`config.mk`:
```
export PLATFORM = sky130hd
export DESIGN_NAME = recovery_restore_seq_flat
export DESIGN_NICKNAME = d
export VERILOG_FILES = /design/src/rtl/recovery_restore_seq_if.sv /design/src/rtl/recovery_restore_seq.sv /design/src/flat_wrapper.sv
export SDC_FILE = /design/constraint.sdc
export NUM_CORES = 1
export LEC_CHECK = 0
export CAP_MARGIN = 15
export CORE_UTILIZATION = 25
export CTS_CLUSTER_DIAMETER = 100
export DETAILED_ROUTE_END_ITERATION = 6
export GPL_TIMING_DRIVEN = 0
export HOLD_SLACK_MARGIN = 0.05
export PLACE_DENSITY = 0.64
export SLEW_MARGIN = 25
export SYNTH_ARGS = -nofsm -noshare
export SYNTH_HDL_FRONTEND = slang
export SYNTH_SLANG_ARGS = --single-unit
```
`constraint.sdc`:
```
create_clock -name clk -period 2.08 [get_ports clk]
set_input_delay 0.416 -clock clk [delete_from_list [all_inputs] [get_ports clk]]
set_output_delay 0.416 -clock clk [all_outputs]
set_load 0.1 [all_outputs]
```
`src/rtl/recovery_restore_seq_if.sv`:
```
// ============================================================================
// Module   : recovery_restore_seq_if
// Purpose  : Bundles the restore request, recovery-bank read port and core
//            register-file write port of recovery_restore_seq.
//            Checksum signals exist only when RESTORE_CHECKSUM_EN is defined.
// Revision : 1.0 - initial release
// ============================================================================
`default_nettype none

interface recovery_restore_seq_if #(
  parameter int DATA_W = 32,
  parameter int ADDR_W = 5
);
  logic              restore_req;
  logic [31:0]       rec_addr;
  logic [DATA_W-1:0] rec_rd;
  logic              rf_we;
  logic [ADDR_W-1:0] rf_addr;
  logic [DATA_W-1:0] rf_wd;
  logic              core_stall;
  logic              restore_busy;
  logic              restore_done;
`ifdef RESTORE_CHECKSUM_EN
  logic [DATA_W-1:0] exp_checksum;
  logic              chk_err;
`endif

  // Sequencer side
  modport master (
`ifdef RESTORE_CHECKSUM_EN
    input  exp_checksum,
    output chk_err,
`endif
    input  restore_req,
    input  rec_rd,
    output rec_addr,
    output rf_we,
    output rf_addr,
    output rf_wd,
    output core_stall,
    output restore_busy,
    output restore_done
  );

  // Controller / register-bank / register-file side
  modport slave (
`ifdef RESTORE_CHECKSUM_EN
    output exp_checksum,
    input  chk_err,
`endif
    output restore_req,
    output rec_rd,
    input  rec_addr,
    input  rf_we,
    input  rf_addr,
    input  rf_wd,
    input  core_stall,
    input  restore_busy,
    input  restore_done
  );
endinterface

`default_nettype wire

```
`src/rtl/recovery_restore_seq.sv`:
```
// ============================================================================
// Module   : recovery_restore_seq
// Purpose  : Walks recovery register entries 1..NUM_REGS-1 after a fault and
//            writes each saved word back into the core register file while
//            stalling the core. Entry 0 (x0) is never restored.
//            Optional: RESTORE_CHECKSUM_EN adds an XOR checksum of the
//            restored words compared against exp_checksum (chk_err).
// Revision : 1.0 - initial release
// ============================================================================
`default_nettype none

module recovery_restore_seq #(
  parameter int NUM_REGS = 32,
  parameter int DATA_W   = 32,
  parameter int ADDR_W   = 5
) (
  input  wire logic               clk,
  input  wire logic               rst_in,
  recovery_restore_seq_if.master  bus
);

  typedef enum logic [1:0] {
    S_IDLE  = 2'd0,
    S_READ  = 2'd1,
    S_WRITE = 2'd2,
    S_DONE  = 2'd3
  } state_t;

  localparam logic [ADDR_W-1:0] LAST_IDX  = ADDR_W'(NUM_REGS - 1);
  localparam logic [ADDR_W-1:0] FIRST_IDX = ADDR_W'(1);

  state_t            state_q;
  logic [ADDR_W-1:0] idx_q;
  logic [ADDR_W-1:0] idx_d;
  logic [DATA_W-1:0] data_q;
  logic [31:0]       rec_addr_q;
  logic              rf_we_q;
  logic [ADDR_W-1:0] rf_addr_q;
  logic              busy_q;
  logic              done_q;

  assign idx_d = idx_q + FIRST_IDX;

  // Restore sequencer: state, index and every output are registered together
  always_ff @(posedge clk or posedge rst_in) begin
    if (rst_in) begin
      state_q    <= S_IDLE;
      idx_q      <= FIRST_IDX;
      data_q     <= '0;
      rec_addr_q <= '0;
      rf_we_q    <= 1'b0;
      rf_addr_q  <= '0;
      busy_q     <= 1'b0;
      done_q     <= 1'b0;
    end else begin
      case (state_q)
        S_IDLE: begin
          if (bus.restore_req) begin
            state_q    <= S_READ;
            idx_q      <= FIRST_IDX;
            rec_addr_q <= {{(32-ADDR_W){1'b0}}, FIRST_IDX};
            busy_q     <= 1'b1;
          end
        end
        S_READ: begin
          // Only sampling point of the combinational read data
          data_q    <= bus.rec_rd;
          rf_we_q   <= 1'b1;
          rf_addr_q <= idx_q;
          state_q   <= S_WRITE;
        end
        S_WRITE: begin
          rf_we_q   <= 1'b0;
          rf_addr_q <= '0;
          if (idx_q == LAST_IDX) begin
            state_q    <= S_DONE;
            done_q     <= 1'b1;
            rec_addr_q <= '0;
          end else begin
            idx_q      <= idx_d;
            rec_addr_q <= {{(32-ADDR_W){1'b0}}, idx_d};
            state_q    <= S_READ;
          end
        end
        S_DONE: begin
          done_q  <= 1'b0;
          busy_q  <= 1'b0;
          state_q <= S_IDLE;
        end
        default: begin
          state_q <= S_IDLE;
        end
      endcase
    end
  end

  assign bus.rec_addr     = rec_addr_q;
  assign bus.rf_we        = rf_we_q;
  assign bus.rf_addr      = rf_addr_q;
  assign bus.rf_wd        = data_q;
  assign bus.core_stall   = busy_q;
  assign bus.restore_busy = busy_q;
  assign bus.restore_done = done_q;

`ifdef RESTORE_CHECKSUM_EN
  logic [DATA_W-1:0] acc_q;
  logic              chk_err_q;

  // XOR of every latched word; verdict taken while in DONE, held until next accept
  always_ff @(posedge clk or posedge rst_in) begin
    if (rst_in) begin
      acc_q     <= '0;
      chk_err_q <= 1'b0;
    end else begin
      case (state_q)
        S_IDLE: begin
          if (bus.restore_req) begin
            acc_q     <= '0;
            chk_err_q <= 1'b0;
          end
        end
        S_READ: acc_q <= acc_q ^ bus.rec_rd;
        S_DONE: chk_err_q <= (acc_q != bus.exp_checksum);
        default: begin
          acc_q <= acc_q;
        end
      endcase
    end
  end

  assign bus.chk_err = chk_err_q;
`endif

endmodule

`default_nettype wire

```
`src/flat_wrapper.sv`:
```
// flat-port wrapper written by rule: the top's interface ports become plain ports
module recovery_restore_seq_flat 
#(
  parameter int NUM_REGS = 32,
  parameter int DATA_W   = 32,
  parameter int ADDR_W   = 5
)
  (clk, rst_in, bus_restore_req, bus_rec_rd, bus_rec_addr, bus_rf_we, bus_rf_addr, bus_rf_wd, bus_core_stall, bus_restore_busy, bus_restore_done);
  recovery_restore_seq_if #(.DATA_W(DATA_W), .ADDR_W(ADDR_W)) bus_i ();
  input  wire logic clk;
  input  wire logic rst_in;
  input wire logic [$bits(bus_i.restore_req)-1:0] bus_restore_req;
  input wire logic [$bits(bus_i.rec_rd)-1:0] bus_rec_rd;
  output wire logic [$bits(bus_i.rec_addr)-1:0] bus_rec_addr;
  output wire logic [$bits(bus_i.rf_we)-1:0] bus_rf_we;
  output wire logic [$bits(bus_i.rf_addr)-1:0] bus_rf_addr;
  output wire logic [$bits(bus_i.rf_wd)-1:0] bus_rf_wd;
  output wire logic [$bits(bus_i.core_stall)-1:0] bus_core_stall;
  output wire logic [$bits(bus_i.restore_busy)-1:0] bus_restore_busy;
  output wire logic [$bits(bus_i.restore_done)-1:0] bus_restore_done;
  assign bus_i.restore_req = bus_restore_req;
  assign bus_i.rec_rd = bus_rec_rd;
  assign bus_rec_addr = bus_i.rec_addr;
  assign bus_rf_we = bus_i.rf_we;
  assign bus_rf_addr = bus_i.rf_addr;
  assign bus_rf_wd = bus_i.rf_wd;
  assign bus_core_stall = bus_i.core_stall;
  assign bus_restore_busy = bus_i.restore_busy;
  assign bus_restore_done = bus_i.restore_done;
  recovery_restore_seq #(.NUM_REGS(NUM_REGS), .DATA_W(DATA_W), .ADDR_W(ADDR_W)) u_core (.clk(clk), .rst_in(rst_in), .bus(bus_i));
endmodule
```
Yosys cells after proc, flatten, opt, wreduce, memory -nomap -nowiden
Index checks and enable logic that the tools add are counted.

word-level totals
  flip-flop bits (word level) = 79
  input port bits = 35
  output and inout bits = 73

operators by class
  $add $sub $neg = 1
  equality and inequality tests = 7
  muxes and demuxes = 15
  reductions and logical operators = 9

operators with widths
  operator             count
  $pmux 32 s2          1
  $mux 32              1
  $pmux 5 s2           2
  $mux 5               3
  $pmux 2 s4           1
  $reduce_bool 2->1    4
  $pmux 1 s2           3
  $reduce_and 2->1     3
  $add 5x1->5 const B  1
  $eq 5x5->1 const B   1
  $eq 2x2->1 const B   2
  $mux 2               2
  $ne 2x2->1 const B   2
  $reduce_and 3->1     1
  $eq 2x1->1 const B   1
  $logic_not 2->1      1
  $mux 1               2
  $ne 2x1->1 const B   1

Logic depth before layout (Yosys ltp)
  depth in word-level cells = 3
  depth in mapped cells = 7
  gate-level depth less buffers = 6

Worst setup path after synthesis
Ideal clock, no wire load.

  kind = register -> register
  start point = register u_core.idx_q[0]
  end point = register u_core.idx_q[2]
  arrival = 1.667 ns
  required time = 1.957 ns
  path slack = 0.289 ns
  stages on the path, launching flop included = 8
  buffers on the path = 1
  clock period less this slack = 1.791 ns
  cell sequence = dfstp_2 ha_1 and3_1 ha_1 clkbuf_1 inv_1 a31oi_1 o21ai_1

on the way
  longest elaborated chain between the ends = 3
  elaborated cells on any way between the ends = 6
  classes of those cells = add/sub: 1; eq/ne: 2; mux: 2; reduce/logical: 1

RTL lines
  element                                         RTL line                                                text
  start, declared                                 recovery_restore_seq.sv:33                              logic [ADDR_W-1:0] idx_q;
  start signal, assigned                          recovery_restore_seq.sv:80                              idx_q <= idx_d;
  $add 5x1->5 or $eq 5x5->1 (tied branches)       recovery_restore_seq.sv:42, recovery_restore_seq.sv:75
  $mux 5 or $ne 2x2->1 (tied branches)            --
  $pmux 5 s2 or $reduce_and 3->1 (tied branches)  --

Parallel ways exist; a longest one is shown, timed or not. The select of a mux whose other input is x is not followed.
A chain may end at the register's enable or synchronous reset.

Final worst setup path
  start point = register u_core.busy_q (netlist: u_core.bus.core_stall)
  end point = output port bus_restore_busy

RTL lines
  element                 RTL line                    text
  start, declared         recovery_restore_seq.sv:39  logic busy_q;
  start signal, assigned  recovery_restore_seq.sv:53  busy_q <= 1'b0;
  start signal, assigned  recovery_restore_seq.sv:62  busy_q <= 1'b1;
  start signal, assigned  recovery_restore_seq.sv:87  busy_q <= 1'b0;
  end, declared           flat_wrapper.sv:19          output wire logic [$bits(bus_i.restore_busy)-1:0] bus_restore_busy;

No word-level cell between the ends.

==> impl_metrics.yaml <==
status:
  outcome: "completed"
sta:
  setup_tns_ns: 0
  grt_setup_unrepaired: "no"
  final-hold-violation-count: 0
  final_max_slew_viol_count: 0
  max-slew-margin-rel: 0.337
  finClkSkew_ns: 0.00607
  setup_slack_ns: 0.0607
  setup-violations-final: 0
  min_period_ns: 2.02
  min_period_over_period: 0.971
  fmaxAchievable_mhz: 495
  worst_slew_pin_slew_ns: 0.999
  hold_slack_ns: 0.496
global_routing:
  globalRouteOverflowTotal: 0
  wire_length_of_the_first_global_routing_pass_um: 8030
  grt_start_max_net_pins: 53
  grt_antenna_before_repair: 0
  first_global_vias: 1739
  total_routing_resource_utilization_after_global_routing: 0.100
clocking:
  clk_pin_slew_ns: 0.09
  clockRootBuffer: "sky130_fd_sc_hd__clkbuf_8"
  numCtsBuffers: 5
  clock_insertion_delay_worst_skew_ns: 0.30
  cts_hold_repair.buffers: 0
  cts-htree-levels: 2
  sinks_on_the_clock_net: 52
  post_cts_resize_count: 46
  cts.path.max_buffers: 2
  cts_tree: "built"
  post-cts-setup-buffers: 0
worst_hold_path:
  number_of_stages_on_the_worst_hold_path: 1
  min_delay_worst_type: "reg2reg"
  timing.hold.worst.start: "u_core.bus.rf_wd[20]"
  worstHoldEndpoint: "u_core.bus.rf_wd[20]"
detailed_routing:
  total_via_count_after_detailed_routing: 1766
  post_drt_via_cell_ratio: 4.00
  avgRoutedWirePerCell_um: 11.0
  drcViolationCount: 0
  totalWireLength_um: 4880
  detail_route.first_pass.iterations: 4
  drt_iter0_drc: 31
  final_antenna_net_count: 0
yosys:
  synth_fa_ha_area_frac: 0.0312
  synth_simple_gate_area_frac: 0.0545
  synth-seq-cells: 52
  synth.mux.area_fraction: 0.166
  largest_family_of_logic_cells_by_synthesized_area: "multiplexers"
  ys_seq_area_frac: 0.541
  yosys.area.top_type_share: 0.530
  avg_synthesized_cell_area_um2: 12.1
  synthDominantAreaCellType: "sky130_fd_sc_hd__dfrtp_1"
  netlist-cell-type-count: 34
  postSynthCellCount: 199
  synth_compound_area_frac: 0.0732
  synth-xor-area-share: 0.00727
  synth_area_um2: 2410
  post_synth_main_area_contributors: "sky130_fd_sc_hd__dfrtp_1 53%, sky130_fd_sc_hd__mux2_2 14%, sky130_fd_sc_hd__buf_4 8.7%, sky130_fd_sc_hd__ha_1 3.1%, sky130_fd_sc_hd__inv_1 1.9%"
  yosysWarnings: 0
power:
  power-per-cell-area_nw_per_um2: 805
  p_leak_nw: 1.69
  vdd_drop_max_v: 0.000308
  totalPowerFinal_mw: 2.84
final_layout:
  filler_cell_count: 949
  layout.cell_area.non_filler_um2: 3520
  nNetsFinal: 353
  final_cell_count_no_fill: 442
  drive_above_1_share: 0.236
  syn_to_final_growth_pct: 46.3
  diodes: 0
  mostFrequentLayoutCell: "sky130_fd_sc_hd__dfrtp_1"
  mostFrequentLayoutCells: "51 x sky130_fd_sc_hd__dfrtp_1, 45 x sky130_fd_sc_hd__dlygate4sd2_1, 34 x sky130_fd_sc_hd__clkdlybuf4s50_1, 31 x sky130_fd_sc_hd__mux2_2, 28 x sky130_fd_sc_hd__buf_4"
  final_core_utilization: 0.380
floorplan:
  io_pins: 108
  starting_density_of_the_core: 0.259
  count_of_standard_cell_rows: 35
  floorplan.die_area_um2: 10000
  die_height_um: 100
  core_area_um2: 9280
  die_width_um: 100
worst_setup_path:
  worst_ep_required_time_ns: 1.66
  cpPeakStageDelay_ns: 0.81
  critPathKind: "reg2out"
  timing.critical_path.to_type: "primary output"
  max_fanout_on_critical_path: 3
  critPathLaunch: "u_core.bus.core_stall"
  cp_slowest_cell: "sky130_fd_sc_hd__clkdlybuf4s15_1"
  worstReg2RegEnd: "u_core.idx_q[2]"
  critical-path-top-delay-family: "buffers and inverters"
  crit-reg2reg-launch: "u_core.idx_q[0]"
  worst_ep_arrival_time_ns: 1.60
  crit_path_cell_trace: "buf_4, clkdlybuf4s15_1"
  r2r_setup_slack_ns: 0.18
  start_kind: "flop"
  cp_num_buf_inv: 2
  rr_worst_depth: 7
placement:
  placed_cells_incl_taps: 434
  pre_cts_ws_ns: 0.0319
  place_area_um2: 3470
  hpwl_after_detailed_placement_um: 3570
  io_buffers: 80
  place_congestion: 0.732
flow_run:
  maxCapViolations: 0
synth_stat cells, drive strengths merged:
master / n
buf: 34
nor2: 4
mux2: 32
or4: 1
a21oi: 4
a22o: 2
ha: 6
a31oi: 1
o22ai: 4
clkbuf: 3
nand2: 11
nor2b: 1
dfrtp: 51
a32o: 3
xor2: 1
xnor2: 1
nand3b: 1
o211ai: 1
o2bb2ai: 2
conb: 1
o21ai: 7
inv: 12
o22a: 1
and3: 1
nand3: 2
a2bb2oi: 1
nand2b: 6
dfstp: 1
mux2i: 4
area by class of cell:
type | instances | area [um^2] | share of cell area
clock buffers | 6 | 72.6 | 0.0206
well taps | 129 | 161 | 0.0458
clock inverters | 2 | 35.0 | 0.00994
flip-flops and latches | 52 | 1300 | 0.370
inverters | 12 | 47.5 | 0.0135
plain buffers | 37 | 258 | 0.0732
repair buffers | 80 | 744 | 0.211
multi-input cells | 124 | 902 | 0.256
per-layer routing:
layer,track usage,part of all wire,up-vias
met5,0,0,-
met4,0.0301,0.0080,0
met3,0.0286,0.084,5
met2,0.167,0.46,73
met1,0.126,0.44,839
li1,-,-,849
worst max path at each step:
stage | end | depth (start not counted) | slack [ns]
4_1_cts | u_core.bus.restore_done | 7 | 0.01
6_report | bus_restore_busy | 2 | 0.06
3_5_place_dp | u_core.bus.restore_done | 7 | 0.03
5_1_grt | bus_restore_busy | 2 | 0.006
3_3_place_gp | u_core.bus.rf_wd[22] | 2 | -0.69
2_1_floorplan | u_core.idx_q[2] | 7 | 0.29
sequential cells by signal (all words and copies together), names as in the netlist:
register / count
u_core.bus.rf_addr: 5
u_core.bus.restore_done: 1
u_core.idx_q: 5
u_core.bus.rec_addr: 5
u_core.bus.core_stall: 1
u_core.bus.rf_we: 1
u_core.state_q: 2
u_core.bus.rf_wd: 32
power by group:
| part | switching [mW] | total (mW) | leakage (nW) | internal (mW) |
|---|---|---|---|---|
| Combinational | 0.793 | 1.04 | 1.01 | 0.248 |
| Sequential | 0.0350 | 1.11 | 0.623 | 1.08 |
| Clock | 0.325 | 0.682 | 0.0552 | 0.358 |
| Total | 1.15 | 2.84 | 1.69 | 1.68 |
cells by family (layout without fill, tap and decap cells):
kind of cell / Yosys count / after routing
other cells: 1 / 27
fa+ha+maj: 6 / 6
buf+inv: 49 / 137
xor+xnor: 2 / 2
simple gates: 27 / 27
mux: 36 / 36
compound gates: 26 / 26
flops: 52 / 52
No activity file was read; power rests on OpenSTA's default activity.
